`config.mk`:
```
export PLATFORM = sky130hd
export DESIGN_NAME = sdram_cmd_decoder_flat
export DESIGN_NICKNAME = d
export VERILOG_FILES = /design/src/rtl/sdram_pkg.sv /design/src/rtl/sdram_cmd_decoder_if.sv /design/src/rtl/sdram_tmr.sv /design/src/rtl/sdram_cmd_decoder.sv /design/src/flat_wrapper.sv
export SDC_FILE = /design/constraint.sdc
export NUM_CORES = 1
export LEC_CHECK = 0
export CAP_MARGIN = 20
export CORE_MARGIN = 2
export CORE_UTILIZATION = 49
export DETAILED_ROUTE_END_ITERATION = 7
export PLACE_DENSITY = 0.8
export RECOVER_POWER = 50
export REMOVE_ABC_BUFFERS = 1
export SLEW_MARGIN = 25
export SYNTH_ARGS = -nofsm -noshare
export SYNTH_HDL_FRONTEND = slang
export SYNTH_SLANG_ARGS = --single-unit
```
`constraint.sdc`:
```
create_clock -name sys_clk -period 2.64 [get_ports sys_clk]
set_input_delay 0.528 -clock sys_clk [delete_from_list [all_inputs] [get_ports sys_clk]]
set_output_delay 0.528 -clock sys_clk [all_outputs]
set_load 0.01 [all_outputs]
```
`src/rtl/sdram_pkg.sv`:
```
// Shared definitions for the SDRAM command decoder: bus widths, raw command
// encodings {cs_n, ras_n, cas_n, we_n}, decoded command codes, violation codes,
// the init-sequence state enum and the command decode helper.
package sdram_pkg;

  localparam int unsigned CMD_W    = 4;
  localparam int unsigned BA_W     = 2;
  localparam int unsigned ADDR_W   = 12;
  localparam int unsigned NBANK    = 4;
  localparam int unsigned AR_CNT_W = 16;
  localparam int unsigned TMR_W    = 8;
  localparam int unsigned A10      = 10;

  localparam logic [CMD_W-1:0] CMD_NOP = 4'b0111;
  localparam logic [CMD_W-1:0] CMD_PRE = 4'b0010;
  localparam logic [CMD_W-1:0] CMD_AR  = 4'b0001;
  localparam logic [CMD_W-1:0] CMD_MRS = 4'b0000;
  localparam logic [CMD_W-1:0] CMD_ACT = 4'b0011;
  localparam logic [CMD_W-1:0] CMD_RD  = 4'b0101;
  localparam logic [CMD_W-1:0] CMD_WR  = 4'b0100;
  localparam logic [CMD_W-1:0] CMD_BST = 4'b0110;

  typedef enum logic [2:0] {
    CC_PRE = 3'd0, CC_AR = 3'd1, CC_MRS = 3'd2, CC_ACT = 3'd3,
    CC_RD  = 3'd4, CC_WR = 3'd5, CC_BST = 3'd6
  } cmd_code_e;

  typedef enum logic [2:0] {
    VC_NONE = 3'd0, VC_TIMING = 3'd1, VC_SEQ = 3'd2, VC_NO_ROW = 3'd3,
    VC_ROW_OPEN = 3'd4, VC_AR_OPEN = 3'd5
  } viol_code_e;

  typedef enum logic [2:0] {
    S_PRE = 3'd0, S_AR1 = 3'd1, S_AR2 = 3'd2, S_MRS = 3'd3, S_READY = 3'd4
  } init_state_e;

  typedef struct packed {
    logic      valid;
    cmd_code_e code;
  } cmd_dec_t;

  // Deselect (cs_n=1), NOP and unknown patterns all decode as not valid.
  function automatic cmd_dec_t decode_cmd(input logic [CMD_W-1:0] c);
    cmd_dec_t r;
    r.valid = 1'b1;
    r.code  = CC_PRE;
    case (c)
      CMD_PRE: r.code = CC_PRE;
      CMD_AR:  r.code = CC_AR;
      CMD_MRS: r.code = CC_MRS;
      CMD_ACT: r.code = CC_ACT;
      CMD_RD:  r.code = CC_RD;
      CMD_WR:  r.code = CC_WR;
      CMD_BST: r.code = CC_BST;
      default: r.valid = 1'b0;
    endcase
    return r;
  endfunction

endpackage

```
`src/rtl/sdram_cmd_decoder_if.sv`:
```
// SDRAM command bus as seen by the decoder.
//   cmd       {cs_n, ras_n, cas_n, we_n}
//   ba        bank address
//   addr      address bus (addr[10] = all-bank precharge flag)
//   ar_ld     preload strobe for the refresh counter (bring-up hook)
//   ar_ld_val value loaded into the refresh counter when ar_ld is high
interface sdram_cmd_decoder_if;
  import sdram_pkg::*;

  logic [CMD_W-1:0]    cmd;
  logic [BA_W-1:0]     ba;
  logic [ADDR_W-1:0]   addr;
  logic                ar_ld;
  logic [AR_CNT_W-1:0] ar_ld_val;

  modport master (output cmd, ba, addr, ar_ld, ar_ld_val);
  modport slave  (input  cmd, ba, addr, ar_ld, ar_ld_val);
endinterface

```
`src/rtl/sdram_tmr.sv`:
```
// Command-spacing timer: loads on PRE/AR/MRS, counts down to 0 and holds.
//   load/load_val  reload request and value (value = required gap - 1)
//   busy           registered, high while the count is nonzero
module sdram_tmr #(
  parameter int unsigned W = 8
) (
  input  logic         sys_clk,
  input  logic         sys_rst_n,
  input  logic         load,
  input  logic [W-1:0] load_val,
  output logic         busy
);

  logic [W-1:0] cnt_q, cnt_d;
  logic         busy_q, busy_d;

  // Reload wins over decrement; decrement saturates at 0.
  always_comb begin
    cnt_d = cnt_q;
    if (load) begin
      cnt_d = load_val;
    end else if (cnt_q != '0) begin
      cnt_d = cnt_q - W'(1);
    end
    busy_d = (cnt_d != '0);
  end

  always_ff @(posedge sys_clk or negedge sys_rst_n) begin
    if (!sys_rst_n) begin
      cnt_q  <= '0;
      busy_q <= 1'b0;
    end else begin
      cnt_q  <= cnt_d;
      busy_q <= busy_d;
    end
  end

  assign busy = busy_q;

endmodule

```
`src/rtl/sdram_cmd_decoder.sv`:
```
// Passive SDRAM command decoder / protocol checker.
//   sys_clk, sys_rst_n  clock, async active-low reset
//   bus                 command bus (slave modport)
//   cmd_valid/cmd_code  one-cycle pulse + code of each decoded command
//   init_seen/mode_reg  init sequence complete / captured mode register
//   ar_cnt              saturating count of refreshes after init
//   bank_open           per-bank row-open flags
//   viol/viol_code      violation pulse / sticky code of last violation
module sdram_cmd_decoder
  import sdram_pkg::*;
#(
  parameter int unsigned T_RP  = 2,
  parameter int unsigned T_RFC = 7,
  parameter int unsigned T_MRD = 3
) (
  input  logic                sys_clk,
  input  logic                sys_rst_n,
  sdram_cmd_decoder_if.slave  bus,
  output logic                cmd_valid,
  output logic [2:0]          cmd_code,
  output logic                init_seen,
  output logic [ADDR_W-1:0]   mode_reg,
  output logic [AR_CNT_W-1:0] ar_cnt,
  output logic [NBANK-1:0]    bank_open,
  output logic                viol,
  output logic [2:0]          viol_code
);

  cmd_dec_t            dec_c;
  logic                tmr_load_c, tmr_busy;
  logic [TMR_W-1:0]    tmr_val_c;

  init_state_e         state_q, state_d;
  logic                cmd_valid_q, cmd_valid_d;
  cmd_code_e           cmd_code_q, cmd_code_d;
  logic                init_seen_q, init_seen_d;
  logic [ADDR_W-1:0]   mode_reg_q, mode_reg_d;
  logic [AR_CNT_W-1:0] ar_cnt_q, ar_cnt_d;
  logic [NBANK-1:0]    bank_open_q, bank_open_d;
  logic                viol_q, viol_d;
  viol_code_e          viol_code_q, viol_code_d;
  logic                seq_err, no_row, row_open, ar_open, timing_err;

  assign dec_c = decode_cmd(bus.cmd);

  // Timer reload for the commands that impose a minimum gap.
  always_comb begin
    tmr_load_c = 1'b0;
    tmr_val_c  = '0;
    if (dec_c.valid) begin
      case (dec_c.code)
        CC_PRE:  begin tmr_load_c = 1'b1; tmr_val_c = TMR_W'(T_RP - 1);  end
        CC_AR:   begin tmr_load_c = 1'b1; tmr_val_c = TMR_W'(T_RFC - 1); end
        CC_MRS:  begin tmr_load_c = 1'b1; tmr_val_c = TMR_W'(T_MRD - 1); end
        default: ;
      endcase
    end
  end

  sdram_tmr #(.W(TMR_W)) u_tmr (
    .sys_clk   (sys_clk),
    .sys_rst_n (sys_rst_n),
    .load      (tmr_load_c),
    .load_val  (tmr_val_c),
    .busy      (tmr_busy)
  );

  // Init FSM, bank tracking, refresh counting and violation priority.
  always_comb begin
    state_d     = state_q;
    cmd_valid_d = dec_c.valid;
    cmd_code_d  = cmd_code_q;
    mode_reg_d  = mode_reg_q;
    ar_cnt_d    = ar_cnt_q;
    bank_open_d = bank_open_q;
    viol_d      = 1'b0;
    viol_code_d = viol_code_q;
    seq_err     = 1'b0;
    no_row      = 1'b0;
    row_open    = 1'b0;
    ar_open     = 1'b0;
    timing_err  = dec_c.valid && tmr_busy;

    if (dec_c.valid) begin
      cmd_code_d = dec_c.code;
      if (state_q != S_READY) begin
        // Anything but the expected command is a sequence error; stay put.
        seq_err = 1'b1;
        case (state_q)
          S_PRE: if (dec_c.code == CC_PRE && bus.addr[A10]) begin
                   seq_err = 1'b0;
                   state_d = S_AR1;
                 end
          S_AR1: if (dec_c.code == CC_AR) begin
                   seq_err = 1'b0;
                   state_d = S_AR2;
                 end
          S_AR2: if (dec_c.code == CC_AR) begin
                   seq_err = 1'b0;
                   state_d = S_MRS;
                 end
          S_MRS: if (dec_c.code == CC_MRS) begin
                   seq_err    = 1'b0;
                   mode_reg_d = bus.addr;
                   state_d    = S_READY;
                 end
          default: state_d = S_PRE;
        endcase
      end else begin
        case (dec_c.code)
          CC_ACT: begin
            row_open              = bank_open_q[bus.ba];
            bank_open_d[bus.ba]   = 1'b1;
          end
          CC_RD, CC_WR: no_row = !bank_open_q[bus.ba];
          CC_AR: begin
            ar_open = |bank_open_q;
            if (ar_cnt_q != '1) ar_cnt_d = ar_cnt_q + AR_CNT_W'(1);
          end
          CC_MRS: begin
            row_open   = |bank_open_q;
            mode_reg_d = bus.addr;
          end
          default: ;
        endcase
      end

      if (dec_c.code == CC_PRE) begin
        if (bus.addr[A10]) bank_open_d = '0;
        else               bank_open_d[bus.ba] = 1'b0;
      end
    end

    if (bus.ar_ld) ar_cnt_d = bus.ar_ld_val;

    // Lowest violation code wins.
    viol_d = 1'b1;
    if (timing_err)    viol_code_d = VC_TIMING;
    else if (seq_err)  viol_code_d = VC_SEQ;
    else if (no_row)   viol_code_d = VC_NO_ROW;
    else if (row_open) viol_code_d = VC_ROW_OPEN;
    else if (ar_open)  viol_code_d = VC_AR_OPEN;
    else               viol_d      = 1'b0;

    init_seen_d = (state_d == S_READY);
  end

  always_ff @(posedge sys_clk or negedge sys_rst_n) begin
    if (!sys_rst_n) begin
      state_q     <= S_PRE;
      cmd_valid_q <= 1'b0;
      cmd_code_q  <= CC_PRE;
      init_seen_q <= 1'b0;
      mode_reg_q  <= '0;
      ar_cnt_q    <= '0;
      bank_open_q <= '0;
      viol_q      <= 1'b0;
      viol_code_q <= VC_NONE;
    end else begin
      state_q     <= state_d;
      cmd_valid_q <= cmd_valid_d;
      cmd_code_q  <= cmd_code_d;
      init_seen_q <= init_seen_d;
      mode_reg_q  <= mode_reg_d;
      ar_cnt_q    <= ar_cnt_d;
      bank_open_q <= bank_open_d;
      viol_q      <= viol_d;
      viol_code_q <= viol_code_d;
    end
  end

  assign cmd_valid = cmd_valid_q;
  assign cmd_code  = cmd_code_q;
  assign init_seen = init_seen_q;
  assign mode_reg  = mode_reg_q;
  assign ar_cnt    = ar_cnt_q;
  assign bank_open = bank_open_q;
  assign viol      = viol_q;
  assign viol_code = viol_code_q;

endmodule
```
`src/flat_wrapper.sv`:
```
// flat-port wrapper written by rule: the top's interface ports become plain ports
module sdram_cmd_decoder_flat import sdram_pkg::*;
#(
  parameter int unsigned T_RP  = 2,
  parameter int unsigned T_RFC = 7,
  parameter int unsigned T_MRD = 3
)
  (sys_clk, sys_rst_n, cmd_valid, cmd_code, init_seen, mode_reg, ar_cnt, bank_open, viol, viol_code, bus_cmd, bus_ba, bus_addr, bus_ar_ld, bus_ar_ld_val);
  sdram_cmd_decoder_if bus_i ();
  input  logic sys_clk;
  input  logic sys_rst_n;
  output logic cmd_valid;
  output logic [2:0] cmd_code;
  output logic init_seen;
  output logic [ADDR_W-1:0] mode_reg;
  output logic [AR_CNT_W-1:0] ar_cnt;
  output logic [NBANK-1:0] bank_open;
  output logic viol;
  output logic [2:0] viol_code;
  input wire logic [$bits(bus_i.cmd)-1:0] bus_cmd;
  input wire logic [$bits(bus_i.ba)-1:0] bus_ba;
  input wire logic [$bits(bus_i.addr)-1:0] bus_addr;
  input wire logic [$bits(bus_i.ar_ld)-1:0] bus_ar_ld;
  input wire logic [$bits(bus_i.ar_ld_val)-1:0] bus_ar_ld_val;
  assign bus_i.cmd = bus_cmd;
  assign bus_i.ba = bus_ba;
  assign bus_i.addr = bus_addr;
  assign bus_i.ar_ld = bus_ar_ld;
  assign bus_i.ar_ld_val = bus_ar_ld_val;
  sdram_cmd_decoder #(.T_RP(T_RP), .T_RFC(T_RFC), .T_MRD(T_MRD)) u_core (.sys_clk(sys_clk), .sys_rst_n(sys_rst_n), .bus(bus_i), .cmd_valid(cmd_valid), .cmd_code(cmd_code), .init_seen(init_seen), .mode_reg(mode_reg), .ar_cnt(ar_cnt), .bank_open(bank_open), .viol(viol), .viol_code(viol_code));
endmodule
```
==> results of run 1 <==
## placed cells by master (no fill, tap or decap), drive strengths merged, types with 5 or more instances in the layout
cell	instances
nor2b	7
buf	10
a21oi	16
mux2	12
a211oi	8
dfrtp	53
nand3	10
nor2	18
dlygate4sd3	7
inv	8
nand2	31
and3	8
o21ai	28
and2	5
clkdlybuf4s50	69
a32o	5
clkbuf	10
xnor2	14
xor2	6
nor3	9
## synthesized netlist by cell type (all sizes together), types with 3 or more instances
cell type,count,area [µm²]
buf,9,62.6
inv,8,30.0
a211oi,8,60.1
dfrtp,53,1330
a21o,3,22.5
xor2,6,52.6
a32o,5,50.1
mux2i,3,30.0
mux2,12,135
xnor2,14,123
nand2,31,116
and2,5,31.3
o31ai,3,36.3
nor2b,7,43.8
and4,3,26.3
o21ai,28,140
nand3,10,50.1
and3,8,51.3
o21a,3,22.5
a21oi,16,83.8
nor4b,3,47.5
clkbuf,7,27.5
ha,3,37.5
a31oi,3,18.8
nor3,9,61.3
nand4,3,33.8
nor2,18,70.1
## cell families after synthesis
kind of cell / count (synthesis) / share of synthesized area [%]
simple gates: 110 / 21.3
compound gates: 78 / 17.3
flops: 53 / 44.1
buf+inv: 24 / 3.99
xor+xnor: 20 / 5.83
mux: 16 / 6.24
fa+ha+maj: 3 / 1.25
## area by class of cell
class | instances | area [µm²] | share of cell area (%)
multi-input cells | 227 | 1550 | 39.0
flip-flops and latches | 53 | 1330 | 33.4
clock inverters | 2 | 37.5 | 0.946
well taps | 75 | 93.8 | 2.36
clock buffers | 6 | 82.6 | 2.08
repair buffers | 90 | 850 | 21.4
inverters | 8 | 30.0 | 0.757
## how the worst max path moves through the flow
stage | from | end | slack [ns]
floorplan | u_core.u_tmr.cnt_q[2] | u_core.u_tmr.busy | 0.81
global placement | bus_cmd[1] | u_core.mode_reg[2] | 0.14
detailed placement | bus_cmd[1] | u_core.mode_reg[3] | 0.1
CTS | bus_cmd[1] | u_core.mode_reg[8] | 0.42
global route | bus_cmd[1] | u_core.mode_reg[8] | 0.20
finish | bus_cmd[1] | u_core.mode_reg[8] | 0.27
## critical path, delay by kind of cell
family | cells | cell delay (ns)
AND/OR/NAND/NOR | 3 | 0.97
multiplexers | 1 | 0.43
buffers and inverters | 1 | 0.62
## power by group through the flow
stage               Combinational (mW)  Sequential (mW)  Clock, mW
floorplan                        0.535             1.22          0
finish                           0.984             1.20      0.579
detailed placement               0.991             1.21          0
CTS                               1.01             1.20      0.584
global placement                 0.968             1.20          0
global route                      1.08             1.23      0.620
## metal layers
layer | GRT usage [%] | part of all wire, % | up-vias
met1 | 28.8 | 42 | 1219
met4 | 3.67 | 0.65 | 0
met3 | 4.13 | 4.8 | 6
met2 | 38.6 | 52 | 77
li1 | - | - | 1257
met5 | 0 | 0 | -
## stage by stage
| stage | worst slack (ns) | power [mW] |
|---|---|---|
| after floorplan | 0.815 | 1.75 |
| after global placement | 0.141 | 2.17 |
| after detailed placement | 0.0970 | 2.20 |
| after CTS | 0.417 | 2.79 |
| after global routing | 0.205 | 2.93 |
| final | 0.273 | 2.76 |
==> flow_metrics.env, run 1 <==
export IMPL_synth_distinct_cells=62
export IMPL_initial_utilization_pct=50.8
export IMPL_netlist_area_mm2=0.00301
export IMPL_start_kind="primary input"
export IMPL_post_cts_setup_buffer_count=0
export IMPL_ys_seq_elements=53
export IMPL_core_area_mm2=0.00592
export IMPL_fp_dieH_um=82.3
export IMPL_largest_register_ff_count=16
export IMPL_result_of_the_run="complete, no violations"
export IMPL_timing_rr_start="u_core.u_tmr.cnt_q[2]"
export IMPL_placement_io_buffers=77
export IMPL_hold_path_depth=1
export IMPL_min_from="u_core.mode_reg[5]"
export IMPL_place_detailed_instances=453
export IMPL_syn_instance_count=304
export IMPL_global_route_overflow_total=0
export IMPL_hold_end="u_core.mode_reg[5]"
export IMPL_synth_avg_cell_area_um2=9.89
export IMPL_grt_start_max_net_pins=54
export IMPL_synth_edff_count=0
export IMPL_finalCriticalPeriod_ns=2.37
export IMPL_area_growth_synth_to_final_pct=32.0
export IMPL_synth_yosys_warnings=0
export IMPL_post_cts_resize_count=0
export IMPL_design_die_area_mm2=0.00678
export IMPL_boundaryPins=78
export IMPL_post_route_period_util_pct=89.6
export IMPL_power_per_cell_area_mw_per_mm2=696
export IMPL_min_path_type="reg -> reg"
export IMPL_num_antenna_cells=0
export IMPL_r2r_cells=5
export IMPL_cap_viol_max_count=0
export IMPL_postSynth_topFlopCell="sky130_fd_sc_hd__dfrtp_1"
export IMPL_worstSetupPathType="in -> reg"
export IMPL_fin_worst_hold_slack_ns=0.496
export IMPL_cts_sinks=53
export IMPL_final_setup_viol_count=0
export IMPL_switchingPower_mw=0.947
export IMPL_synth_sequential_area_ratio_pct=44.1
export IMPL_top_fanout_value_on_the_critical_path=12
export IMPL_cts_made_buffers=5
export IMPL_postRouteAntennaNets=0
export IMPL_total_leakage_power_nw=1.65
export IMPL_routed_wl_um=7050
export IMPL_finish_cell_count_without_fillers=461
export IMPL_worstPathCellList="dlygate4sd3_1, or3_1, nor2_1, nand2_1, mux2_1"
export IMPL_drc=0
export IMPL_final_util_pct=67.0
export IMPL_cts_root_to_sink_buffers=2
export IMPL_worstMarginPinSlew_ns=1.28
export IMPL_cts_htree_levels=2
export IMPL_clk_insertion_delay_late_ns=0.31
export IMPL_max_vdd_ir_drop_uv=344
export IMPL_grt_antenna_before_repair=0
export IMPL_seq_power_share_pct=43.4
export IMPL_final_hold_viol_count=0
export IMPL_fin_nets=425
export IMPL_regToRegEndpoint="u_core.u_tmr.busy"
export IMPL_design_area_mm2=0.00397
export IMPL_detailedRoute_firstIterationViolations=160
export IMPL_fmax_mhz=423
export IMPL_n_fill_cell=473
export IMPL_tritoncts="built"
export IMPL_placement_rows=28
export IMPL_grt_pass1_vias=2500
export IMPL_share_comb_of_total_power_pct=35.6
export IMPL_swShare_pct=34.3
export IMPL_via_per_inst=5.55
export IMPL_async_reset_ff_share_pct=100
export IMPL_place_detailed_hpwl_um=5170
export IMPL_kind_of_end_point_of_the_critical_path="flip-flop"
export IMPL_detailed_place_area_mm2=0.00387
export IMPL_share_clk_of_total_power_pct=21.0
export IMPL_totalNegativeSetupSlack_ns=0
export IMPL_grtUsageTotal_pct=22.1
export IMPL_root_buffer="sky130_fd_sc_hd__clkbuf_8"
export IMPL_drv_slew=0
export IMPL_cts_hold_buf=0
export IMPL_first_pass_drt_iterations=5
export IMPL_worst_path_max_delay_cell="sky130_fd_sc_hd__dlygate4sd3_1"
export IMPL_timing_critical_path_slowest_cell_delay_ns=0.62
export IMPL_num_vias=2559
export IMPL_first_pass_grt_wire_length_um=11600
export IMPL_floorplan_die_width_um=82.3
export IMPL_rsz_0062_raised_after_global_routing="false"
export IMPL_worstPathArrival_ns=2.55
export IMPL_fin_skew_ns=0.00848
export IMPL_intPower_mw=1.81
export IMPL_timing_reg2reg_setup_slack_ns=0.54
export IMPL_clk_transition_reported_paths_ns=0.09
export IMPL_worst_slew_margin_rel_pct=14.9
export IMPL_post_route_cells_drive_above_1_share_pct=8.81
export IMPL_detail_route_wl_per_cell_um=15.3
export IMPL_cp_required_ns=2.83
export IMPL_placer_congestion=0.816
(Power assumes the default switching activity.)
==> run 2: changes to the inputs <==
--- a/config.mk
+++ b/config.mk
@@ -8,6 +8,7 @@
 export CAP_MARGIN = 20
 export CORE_MARGIN = 2
 export CORE_UTILIZATION = 49
+export CTS_CLUSTER_SIZE = 8
 export DETAILED_ROUTE_END_ITERATION = 7
 export PLACE_DENSITY = 0.8
 export RECOVER_POWER = 50
==> results of run 2 <==
Final layout, timing and power as in run 1 (identical DEF).
